**src/rtl/int_sequencer_if.sv**
```systemverilog
// Control bundle between the pipeline (hazard/execute stages) and the interrupt sequencer.
interface int_sequencer_if;
  logic       int_req;
  logic       rti;
  logic       stall;
  logic       int_signal;
  logic       rti_signal;
  logic [1:0] counter_value;
  logic       fetch_freeze;
  logic       pc_load_vector;
  logic       pc_load_stack;
  logic       ccr_restore;
  logic       pending;

  // Pipeline side: raises requests, observes sequencer controls.
  modport master (
    output int_req, rti, stall,
    input  int_signal, rti_signal, counter_value, fetch_freeze,
           pc_load_vector, pc_load_stack, ccr_restore, pending
  );

  // Sequencer side.
  modport slave (
    input  int_req, rti, stall,
    output int_signal, rti_signal, counter_value, fetch_freeze,
           pc_load_vector, pc_load_stack, ccr_restore, pending
  );
endinterface

```
**src/rtl/int_sequencer.sv**
```systemverilog
// Interrupt entry/exit sequencer: drains the pipeline, pushes PC/CCR, vectors,
// and on RTI pops CCR/PC back. All outputs are registered decodes of the next state.
module int_sequencer #(
  parameter int unsigned DRAIN_CYCLES = 3
) (
  input  logic          clk,
  input  logic          RESET,
  int_sequencer_if.slave bus
);

  localparam int unsigned DRAIN_W = 3;
  localparam int unsigned STEP_W  = 2;
  localparam logic [DRAIN_W-1:0] DRAIN_LAST = DRAIN_W'(DRAIN_CYCLES - 1);
  localparam logic [STEP_W-1:0]  STEP_LAST  = STEP_W'(2);

  typedef enum logic [2:0] {
    IDLE    = 3'd0,
    DRAIN   = 3'd1,
    PUSH    = 3'd2,
    VECTOR  = 3'd3,
    POP     = 3'd4,
    RESTORE = 3'd5
  } state_t;

  state_t               state_q, state_d;
  logic [DRAIN_W-1:0]   drain_q, drain_d;
  logic [STEP_W-1:0]    step_q, step_d;
  logic                 pending_q, pending_d;
  logic                 int_q;
  logic                 int_edge;
  logic                 accept;

  logic                 int_signal_q, int_signal_d;
  logic                 rti_signal_q, rti_signal_d;
  logic [STEP_W-1:0]    counter_q, counter_d;
  logic                 freeze_q, freeze_d;
  logic                 load_vec_q, load_vec_d;
  logic                 load_stk_q, load_stk_d;
  logic                 ccr_rst_q, ccr_rst_d;

  // Next-state, request latch and output decode.
  always_comb begin
    state_d  = state_q;
    drain_d  = drain_q;
    step_d   = step_q;

    if (!bus.stall) begin
      case (state_q)
        IDLE: begin
          if (bus.rti)        state_d = POP;
          else if (pending_q) state_d = DRAIN;
        end
        DRAIN: begin
          if (drain_q == DRAIN_LAST) begin
            state_d = PUSH;
            drain_d = '0;
          end else begin
            drain_d = drain_q + DRAIN_W'(1);
          end
        end
        PUSH: begin
          if (step_q == STEP_LAST) begin
            state_d = VECTOR;
            step_d  = '0;
          end else begin
            step_d  = step_q + STEP_W'(1);
          end
        end
        VECTOR:  state_d = IDLE;
        POP: begin
          if (step_q == STEP_LAST) begin
            state_d = RESTORE;
            step_d  = '0;
          end else begin
            step_d  = step_q + STEP_W'(1);
          end
        end
        RESTORE: state_d = IDLE;
        default: begin
          state_d = IDLE;
          drain_d = '0;
          step_d  = '0;
        end
      endcase
    end

    // A latched request is consumed only when IDLE actually moves to DRAIN; further edges are absorbed.
    int_edge  = bus.int_req & ~int_q;
    accept    = (state_q == IDLE) & ~bus.stall & ~bus.rti & pending_q;
    pending_d = pending_q ? ~accept : int_edge;

    int_signal_d = (state_d == PUSH);
    rti_signal_d = (state_d == POP);
    counter_d    = ((state_d == PUSH) || (state_d == POP)) ? step_d : '0;
    freeze_d     = (state_d != IDLE);
    load_vec_d   = (state_d == VECTOR);
    load_stk_d   = (state_d == RESTORE);
    ccr_rst_d    = (state_d == RESTORE);
  end

  // State, request sample and output registers.
  always_ff @(posedge clk or negedge RESET) begin
    if (!RESET) begin
      state_q      <= IDLE;
      drain_q      <= '0;
      step_q       <= '0;
      pending_q    <= 1'b0;
      int_q        <= 1'b0;
      int_signal_q <= 1'b0;
      rti_signal_q <= 1'b0;
      counter_q    <= '0;
      freeze_q     <= 1'b0;
      load_vec_q   <= 1'b0;
      load_stk_q   <= 1'b0;
      ccr_rst_q    <= 1'b0;
    end else begin
      state_q      <= state_d;
      drain_q      <= drain_d;
      step_q       <= step_d;
      pending_q    <= pending_d;
      int_q        <= bus.int_req;
      int_signal_q <= int_signal_d;
      rti_signal_q <= rti_signal_d;
      counter_q    <= counter_d;
      freeze_q     <= freeze_d;
      load_vec_q   <= load_vec_d;
      load_stk_q   <= load_stk_d;
      ccr_rst_q    <= ccr_rst_d;
    end
  end

  assign bus.int_signal     = int_signal_q;
  assign bus.rti_signal     = rti_signal_q;
  assign bus.counter_value  = counter_q;
  assign bus.fetch_freeze   = freeze_q;
  assign bus.pc_load_vector = load_vec_q;
  assign bus.pc_load_stack  = load_stk_q;
  assign bus.ccr_restore    = ccr_rst_q;
  assign bus.pending        = pending_q;

endmodule

```
**src/flat_wrapper.sv**
```systemverilog
// flat-port wrapper written by rule: the top's interface ports become plain ports
module int_sequencer_flat 
#(
  parameter int unsigned DRAIN_CYCLES = 3
)
  (clk, RESET, bus_int_req, bus_rti, bus_stall, bus_int_signal, bus_rti_signal, bus_counter_value, bus_fetch_freeze, bus_pc_load_vector, bus_pc_load_stack, bus_ccr_restore, bus_pending);
  int_sequencer_if bus_i ();
  input  logic clk;
  input  logic RESET;
  input wire logic [$bits(bus_i.int_req)-1:0] bus_int_req;
  input wire logic [$bits(bus_i.rti)-1:0] bus_rti;
  input wire logic [$bits(bus_i.stall)-1:0] bus_stall;
  output wire logic [$bits(bus_i.int_signal)-1:0] bus_int_signal;
  output wire logic [$bits(bus_i.rti_signal)-1:0] bus_rti_signal;
  output wire logic [$bits(bus_i.counter_value)-1:0] bus_counter_value;
  output wire logic [$bits(bus_i.fetch_freeze)-1:0] bus_fetch_freeze;
  output wire logic [$bits(bus_i.pc_load_vector)-1:0] bus_pc_load_vector;
  output wire logic [$bits(bus_i.pc_load_stack)-1:0] bus_pc_load_stack;
  output wire logic [$bits(bus_i.ccr_restore)-1:0] bus_ccr_restore;
  output wire logic [$bits(bus_i.pending)-1:0] bus_pending;
  assign bus_i.int_req = bus_int_req;
  assign bus_i.rti = bus_rti;
  assign bus_i.stall = bus_stall;
  assign bus_int_signal = bus_i.int_signal;
  assign bus_rti_signal = bus_i.rti_signal;
  assign bus_counter_value = bus_i.counter_value;
  assign bus_fetch_freeze = bus_i.fetch_freeze;
  assign bus_pc_load_vector = bus_i.pc_load_vector;
  assign bus_pc_load_stack = bus_i.pc_load_stack;
  assign bus_ccr_restore = bus_i.ccr_restore;
  assign bus_pending = bus_i.pending;
  int_sequencer #(.DRAIN_CYCLES(DRAIN_CYCLES)) u_core (.clk(clk), .RESET(RESET), .bus(bus_i));
endmodule
```
**config.mk**
```make
export PLATFORM = sky130hd
export DESIGN_NAME = int_sequencer_flat
export DESIGN_NICKNAME = d
export VERILOG_FILES = /design/src/rtl/int_sequencer_if.sv /design/src/rtl/int_sequencer.sv /design/src/flat_wrapper.sv
export SDC_FILE = /design/constraint.sdc
export NUM_CORES = 1
export LEC_CHECK = 0
export CELL_PAD_IN_SITES_DETAIL_PLACEMENT = 0
export CELL_PAD_IN_SITES_GLOBAL_PLACEMENT = 1
export CORE_ASPECT_RATIO = 1.25
export CORE_UTILIZATION = 35
export DETAILED_ROUTE_END_ITERATION = 10
export PLACE_DENSITY = 0.76
export SYNTH_ARGS = -nofsm -noshare
export SYNTH_HDL_FRONTEND = slang
export SYNTH_SLANG_ARGS = --single-unit
```
**constraint.sdc**
```tcl
create_clock -name clk -period 2.8 [get_ports clk]
set_input_delay 0.42 -clock clk [delete_from_list [all_inputs] [get_ports clk]]
set_output_delay 0.42 -clock clk [all_outputs]
set_load 0.1 [all_outputs]
```
Word level (Yosys, flattened, before mapping)
Index checks and enable logic that the tools add are counted.
- bits of input ports: 5
- output and inout port bits: 9
- flip-flop bits (word level): 17
- logic and storage cells: 54
- equal/unequal tests: 11
- $add $sub $neg: 2
- reduce and logical (&&, ||, !) cells: 7
- mux-type cells: 14
- bitwise logic cells: 9
- operators by type and width (operator ; number):
    3-bit two-way mux ; 7
    3-bit by 2-bit == test with 1-bit output, second input constant ; 5
    3-bit == test, second input constant ; 4
    3-bit one-hot mux with 4 select lines ; 1
    2-bit two-way mux ; 3
    3-bit one-hot mux with 2 select lines ; 1
    1-bit inverter ; 5
    5-bit OR reduction ; 1
    1-bit AND ; 4
    2-bit one-hot mux with 2 select lines ; 1
    4-bit OR reduction ; 1
    3-bit by 1-bit adder with 3-bit output, second input constant ; 1
    3-bit by 1-bit == test with 1-bit output, second input constant ; 1
    3-bit logical NOT ; 1
    3-bit nonzero test ; 1
    2-bit by 1-bit adder with 2-bit output, second input constant ; 1
    2-bit == test, second input constant ; 1
    2-bit AND reduction ; 1
    2-bit OR reduction ; 1
    1-bit logical OR ; 1
    1-bit two-way mux ; 1

Longest topological paths before layout
Gate-level depths: netlist (run 1).
- depth in word-level cells: 7
- depth in mapped cells: 6
- depth with buffers taken out: 5

Least setup slack after synthesis (run 1)
OpenSTA, ideal clock, no wires.
- path kind: reg-to-output
- from: register u_core.load_stk_q, in the netlist u_core.bus.pc_load_stack
- to: output port bus_pc_load_stack
- cell stages (with the launch flop): 2
- path buffers: 1
- path slack: 1056 ps
- data required time: 2380 ps
- arrival time: 1324 ps
- path through: dfrtp_1 > buf_4
- RTL lines (what ; line ; text):
    start, declared ; int_sequencer.sv:38 ; logic load_stk_q, load_stk_d;
    start signal, assigned ; int_sequencer.sv:127 ; load_stk_q <= load_stk_d;
    end, declared ; flat_wrapper.sv:18 ; output wire logic [$bits(bus_i.pc_load_stack)-1:0] bus_pc_load_stack;
No word-level cell between the ends.

Worst setup path after layout (run 1)
- from: input port bus_stall
- to: register u_core.counter_q[1], in the netlist u_core.bus.counter_value[1]
- word-level cells in the longest chain between the ends: 4
- elaborated cells between the ends (all ways): 6
- classes of those cells: eq/ne (2); mux (3); reduce/logical (1)
- ends and longest elaborated chain (what ; line ; text):
    start, declared ; flat_wrapper.sv:12 ; input wire logic [$bits(bus_i.stall)-1:0] bus_stall;
    3-bit two-way mux ; int_sequencer.sv:47 ; if (!bus.stall) begin
    3-bit by 2-bit == test with 1-bit output or 3-bit == test (tied branches) ; int_sequencer.sv:94 ; counter_d = ((state_d == PUSH) || (state_d == POP)) ? step_d : '0;
    1-bit logical OR ; int_sequencer.sv:94 ;
    2-bit two-way mux (*) ; int_sequencer.sv:94 ;
    net u_core.counter_d[1] ; int_sequencer.sv:35 ; logic [STEP_W-1:0] counter_q, counter_d;
    end signal, assigned ; int_sequencer.sv:124 ; counter_q <= counter_d;
    end, declared ; int_sequencer.sv:35 ;
The timed path passes the listed nets; every way through them passes the cells marked *.
A chain may end at the register's enable or synchronous reset.

==> summary by stage, run 1 <==
Outcome
The flow ran to the end, and the final reports show no timing, DRC or antenna violations.

Place
The estimated wirelength of the detail-placed design is 1.07 mm. The count of buffers inserted at the top-level ports is 13. The global placement routability congestion is 0.771.

STA
The actual transition at the worst max-transition pin is 761 ps. The achievable clock frequency is 491 MHz. The worst clock skew is 3.22 ps. Setup violations remaining at the end of the flow were counted as 0.

Setup repair after global routing left no endpoint under its margin. The final-report max-slew violation count is 0. The worst pin sits at a relative slew slack of 49.1%.

The number of hold-slack violations in the final timing report came to 0. The clock period minus worst slack is 2040 ps. Setup total negative slack on the finished layout was measured at 0 ps. Dividing the final minimum period by the clock period gives 72.7%.

Final layout
The final-stage net count is 95. The antenna diode count is 0. The area growth from synthesis to layout is 17.7%. The post-route netlist has 24.7% of its cells at a drive strength greater than 1.

Clocking
In this run, post-CTS hold repair placed 0 buffers. The number of resized instances in the post-cts repair step is 0. Counting the buffers created by CTS gives 3.

The maximum buffer depth of the clock tree is 2. The clock net sink count is 17. After clock tree synthesis, the setup repair step added 0 buffers. The CTS tree is done. The clock latency on the worst-skew pair is 290 ps. The clock slew seen by the registers of the worst setup and hold paths is 100 ps. In this run the number of H-tree levels came out at 1. The cell chosen for the clock root is clkbuf_4.

Critical path
The largest single stage delay on the critical path is 610 ps. The library cell contributing the largest single delay on the critical path is clkdlybuf4s50_1. The type of the worst setup path is primary input to register. The signal on the critical path passes through clkdlybuf4s50_1, or4b_4, o221a_4, xor2_1, nor3b_2. In this run the worst path has a maximum fanout of 11. The critical path endpoint category is a register. The worst setup path is launched from a primary input. The arrival time at the worst endpoint is 2220 ps. The critical path data required time is 2980 ps.

Die
For this design the top-level I/O count stands at 14. The width of the chip is 45.5 um. For this configuration, the core starts out at a cell density of 37.4%. From bottom edge to top edge, the die measures 56.4 um. The die covers 0.00256 sq mm. The placeable core region is 0.00221 sq mm. In this run the core area contains 19 standard-cell rows.

Yosys
The number of warnings reported in the yosys synthesis log is 0. The number of flops mapped to enable cells by yosys is 0. The total of flip-flops plus latches after synthesis is 17. The mean post-synth cell area is 10.7 sq um.

The number of nets produced by synthesis is 82. Among all flip-flop cells after synthesis, the most frequent one is dfrtp_1. The cell area after technology mapping is 827 sq um.

The share of the Yosys chip area taken by registers is 51.4%. The number of unique standard cell types used by synthesis is 35. After technology mapping, the gate count stands at 77.

Counting flops with an async set or reset pin after synthesis yields a share of 100%.

Flow run
Max-cap violations in this run came to 0.

Routing
Once detail routing completed, the nets flagged for antenna violations numbered 0. The average wire length per cell after detail routing is 12.6 um. The number of design rule violations left after detail routing is 0. In the routed layout, each cell is associated on average with a via count of 4.78. For this block, the initial DRC count from the detailed router was 11.

For this block, the routed nets add up to 1.51 mm of wire. The first-pass detailed-route iteration total is 4. The total number of vias is 574.

Global route
Global routing finished with a remaining overflow of 0. The first-pass GRT wire length is 2.64 mm. Global routing used 14.0% of the available tracks across all layers. Entering global routing, the biggest net connects 18 pins. The number of global-route vias before repair is 567.

The number of antenna violations at the first check in global routing is 0.

Hold path
The class of the tightest hold or removal check is register to register.
==> registers in the layout, indices dropped and copies added (netlist names) <==
register / cells
u_core.bus.pc_load_stack: 1
u_core.bus.rti_signal: 1
u_core.int_q: 1
u_core.drain_q: 3
u_core.step_q: 2
u_core.bus.int_signal: 1
u_core.bus.fetch_freeze: 1
u_core.state_q: 3
u_core.bus.counter_value: 2
u_core.bus.pending: 1
u_core.bus.pc_load_vector: 1
==> through the flow <==
| stage | setup WS [ps] | instances | instance area, sq um | utilization [%] | hold slack, ps |
|---|---|---|---|---|---|
| global route | 675 | 120 | 973 | 44.0 | 556 |
| detailed placement | 475 | 116 | 946 | 42.8 | 500 |
| CTS | 780 | 120 | 973 | 44.0 | 513 |
| finish | 763 | 120 | 973 | 44.0 | 519 |
| global placement | 493 | 116 | 946 | 42.8 | 492 |
| floorplan | 1060 | 77 | 827 | - | 124 |
==> cell usage after synthesis (2+ instances only) <==
cell type | n | area share (%)
dfrtp_1 | 17 | 51
nor2b_1 | 4 | 3.0
nand3_1 | 2 | 1.2
inv_1 | 4 | 1.8
nand2b_1 | 3 | 2.3
nor2_1 | 4 | 1.8
nor3_1 | 3 | 1.8
nand2_1 | 4 | 1.8
mux2i_1 | 2 | 2.4
buf_2 | 4 | 2.4
o21ai_0 | 4 | 2.4
nor3b_2 | 2 | 3.0
o22a_1 | 2 | 2.1
==> cells in the final DEF, fill, tap and decap left out, types with 4 or more instances in the layout <==
master and count:
dfrtp_1 17, inv_1 4, nor2b_1 4, buf_4 9
o21ai_0 4, nand2_1 4, nor2_1 4, clkdlybuf4s50_1 4
==> per-layer routing <==
| metal | track usage [%] | routed length (um) | vias up |
|---|---|---|---|
| met5 | 0 | 0 | - |
| met4 | 5.19 | 16 | 0 |
| met3 | 2.89 | 30 | 2 |
| met2 | 20.6 | 716 | 6 |
| met1 | 19.9 | 746 | 274 |
| li1 | - | - | 292 |
==> kinds of logic (layout without fill, tap and decap cells) <==
family	count (synthesis)	count (layout)	share of synthesized area (%)
AO/OA/AOI/OAI	16	16	15.0
XOR/XNOR	2	2	2.12
buffers and inverters	10	22	5.60
flip-flops	17	17	51.4
multiplexers	2	2	2.42
AND/OR/NAND/NOR	30	30	23.4
==> area by class of cell <==
cell class	instances	area [sq um]
fill	227	1240
sequential	17	425
multi-input combinational	50	355
timing repair buffer	13	108
tap	31	38.8
clock buffer	3	22.5
inverter	5	18.8
clock inverter	1	5.00
==> critical path: cells and delay by family <==
family | cells | cell delay [ps]
and+or+nand+nor | 2 | 660
buffers and inverters | 1 | 610
AOI/OAI and AO/OA | 1 | 270
xor gates and xnor gates | 1 | 260
==> path summary, 6_finish.rpt <==
kind / endpoint / slack [ps] / depth (start not counted) / startpoint
min in group asynchronous: u_core.drain_q[2] / 570 / 1 / RESET
worst max register to register: u_core.bus.counter_value[1] / 970 / 4 / u_core.state_q[2]
worst max-delay path: u_core.bus.counter_value[1] / 760 / 5 / bus_stall
worst min-delay path: u_core.drain_q[2] / 520 / 1 / u_core.drain_q[2]
worst min register to register: u_core.drain_q[2] / 520 / 1 / u_core.drain_q[2]
max in group asynchronous: u_core.step_q[0] / 1760 / 1 / RESET
Power of run 1 is not shown: default switching activity piles up to over one toggle a cycle in this logic, so the estimate is an artifact.
==> run 2: changes to the inputs <==
- clock period: 2.8 -> 2 ns (I/O delays scaled with it)
==> run 2 against run 1 <==
Global-route usage shrank 0.51 points. Die area is the same. Routed wire length shrank 0.53%. First-iteration DRC count is the same. Register-to-register slack lost 750 ps. Non-clock buffer count grew 6. Critical path depth shrank 1. Critical endpoint is now u_core.bus.int_signal. Count of clock-buffer cells in the layout is the same. Final cell count grew 5.0%.
==> summary by stage, run 2 (synthesis gave the netlist of run 1 again) <==
Outcome
The flow ran to the end, and the final reports show no timing, DRC or antenna violations.

Place
The global placement routability congestion is 0.745 (-3.3%). The estimated wirelength of the detail-placed design was 1.12 mm (+4.5%). The count of buffers inserted at the top-level ports came to 13 (unchanged).

Critical path
The delay of the slowest cell on the worst path is 550 ps (-60 ps). The library cell contributing the largest single delay on the critical path is dfrtp_1. The type of the worst setup path is register to register. The critical path data required time is 2200 ps (-780 ps).

Walking the worst path, the cells encountered are or4b_4, o221a_4, buf_4, nor3_1. The arrival time at the worst endpoint is 1970 ps (-250 ps). The startpoint class of the critical path is a register.

The critical path endpoint category is a register. The maximum net fanout on the critical path is 12 (+1).

Routing
The number of nets with antenna violations after detailed routing is 0 (unchanged). The number of design-rule violations left by the first detailed-router iteration is 11 (unchanged). The number of design rule violations left after detail routing is 0 (unchanged). The average via count per standard cell is 4.84 (+1.2%). The first-pass detailed-route iteration total is 4 (unchanged).

The average wire length per cell after detail routing is 11.9 um (-5.3%). The total number of vias is 610 (+6.3%). The final wirelength is 1.50 mm (-0.53%).

Global route
The number of global-route vias before repair is 570 (+0.53%). The first-pass GRT wire length is 2.57 mm (-2.9%). The number of antenna violations at the first check in global routing is 0 (unchanged). The aggregate global-route resource usage is 13.5% (-0.51 points). The maximum number of pins on one net before global-route repair is 18 (unchanged). The final global-route overflow total came to 0 (unchanged).

Clocking
The number of resized instances in the post-cts repair step is 0 (unchanged). The count of buffers added by post-CTS timing repair for setup is 0 (unchanged). The maximum buffer depth of the clock tree was 2 (unchanged). The CTS tree is done. The number of hold buffers added after cts is 0 (unchanged).

The clock latency on the worst-skew pair is 290 ps (about the same). The clock net sink count was 17 (unchanged). The tree is rooted in a clkbuf_4. The clock slew seen by the registers of the worst setup and hold paths is 100 ps (about the same). The number of clock buffers inserted by TritonCTS came to 3 (unchanged). The number of H-tree levels is 1 (unchanged).

STA
The final-report max-slew violation count is 0 (unchanged). The total negative setup slack is 0 ps (unchanged). The share of the clock period used by the worst path after layout is 88.8%.

Setup repair after global routing left no endpoint under its margin. The final worst hold slack is 317 ps (-202 ps). The worst clock skew is 3.53 ps (+0.313 ps). After layout, the minimum clock period comes to 1780 ps. The number of hold-slack violations in the final timing report is 0 (unchanged). The normalized max-slew margin was 76.9% (+28 points). The achievable clock frequency is 563 MHz. The final count of negative-setup-slack endpoints is 0 (unchanged). The actual transition at the worst max-transition pin was 344 ps (-417 ps).

Final layout
The antenna diode count is 0 (unchanged). The most common cell after layout, fill and taps aside is dfrtp_1. In the final layout, the registers with the most flip-flops are u_core.drain_q: 3 flops, u_core.state_q: 3 flops. In the layout the commonest cells are dfrtp_1 (17), buf_4 (15). The number of filler instances in the final layout is 214 (-5.7%). Compared with the post-synthesis result, the final layout area differs by 23.1%. The final-stage net count is 101 (+6.3%).

The share of cells above drive strength 1 is 29.5% (+4.8 points).

Die
The width of the chip is 45.5 um (unchanged). The placeable core region is 0.00221 sq mm (unchanged). The vertical extent of the die came to 56.4 um (unchanged). The number of standard-cell rows in the floorplan is 19 (unchanged). The number of top-level pins is 14 (unchanged). The die area is 0.00256 sq mm (unchanged). The starting density of the core was 37.4% (unchanged).

Flow run
The number of max-cap violations is 0 (unchanged).

Hold path
The class of the tightest hold or removal check is primary input to async pin.
==> run 2: cell count changes in the layout (fill, tap and decap cells not counted), sizes merged <==
cell  previous run  this run
buf              9        15
==> run 2: worst paths after layout <==
path / from / endpoint / slack (ps) / depth (start not counted)
worst max-delay path: u_core.state_q[0] / u_core.bus.int_signal / 220 / 4
worst min-delay path: RESET / u_core.drain_q[2] / 320 / 2
worst max register to register: u_core.state_q[0] / u_core.bus.int_signal / 220 / 4
worst min register to register: u_core.drain_q[2] / u_core.drain_q[2] / 530 / 1
max in group asynchronous: RESET / u_core.state_q[1] / 1490 / 2
min in group clk: bus_int_req / u_core.int_q / 460 / 1
==> run 2: per-stage QoR <==
| stage | instances | setup slack (ps) | util (%) | cell area (sq um) |
|---|---|---|---|---|
| 6_report | 126 | 223 | 46.1 | 1020 |
| 4_1_cts | 126 | 230 | 46.1 | 1020 |
| 5_1_grt | 126 | 134 | 46.1 | 1020 |
| 3_5_place_dp | 122 | 43.3 | 44.8 | 991 |
| 2_1_floorplan | 77 | 370 | - | 827 |
| 3_3_place_gp | 122 | 56.6 | 44.8 | 991 |
==> run 2: routing by layer <==
layer / share of wire [%] / track usage (%) / vias to the layer above
met5: 0 / 0 / -
met4: 1.4 / 3.90 / 0
met3: 3.3 / 1.93 / 4
met2: 47 / 18.8 / 13
met1: 48 / 21.4 / 290
li1: - / - / 303
==> run 2: critical path, delay by kind of cell (launching register included) <==
| kind | cells | cell delay, ps |
|---|---|---|
| buffers and inverters | 1 | 140 |
| and+or+nand+nor | 2 | 740 |
| DFF | 1 | 550 |
| AOI/OAI and AO/OA | 1 | 250 |
==> run 2: cell type report <==
cell class	count	area, sq um	share of cell area (%)
tap	31	38.8	3.81
multi-input combinational	50	355	34.9
inverter	5	18.8	1.84
timing repair buffer	19	153	15.0
clock inverter	1	5.00	0.491
sequential	17	425	41.8
clock buffer	3	22.5	2.21
Power of run 2 is left out for the same reason.
==> run 3: changes to the inputs <==
- SLEW_MARGIN: default -> 0
==> results of run 3 <==
No change in the layout: final DEF, timing and power equal those of run 2.
Power of run 3 is left out for the same reason.
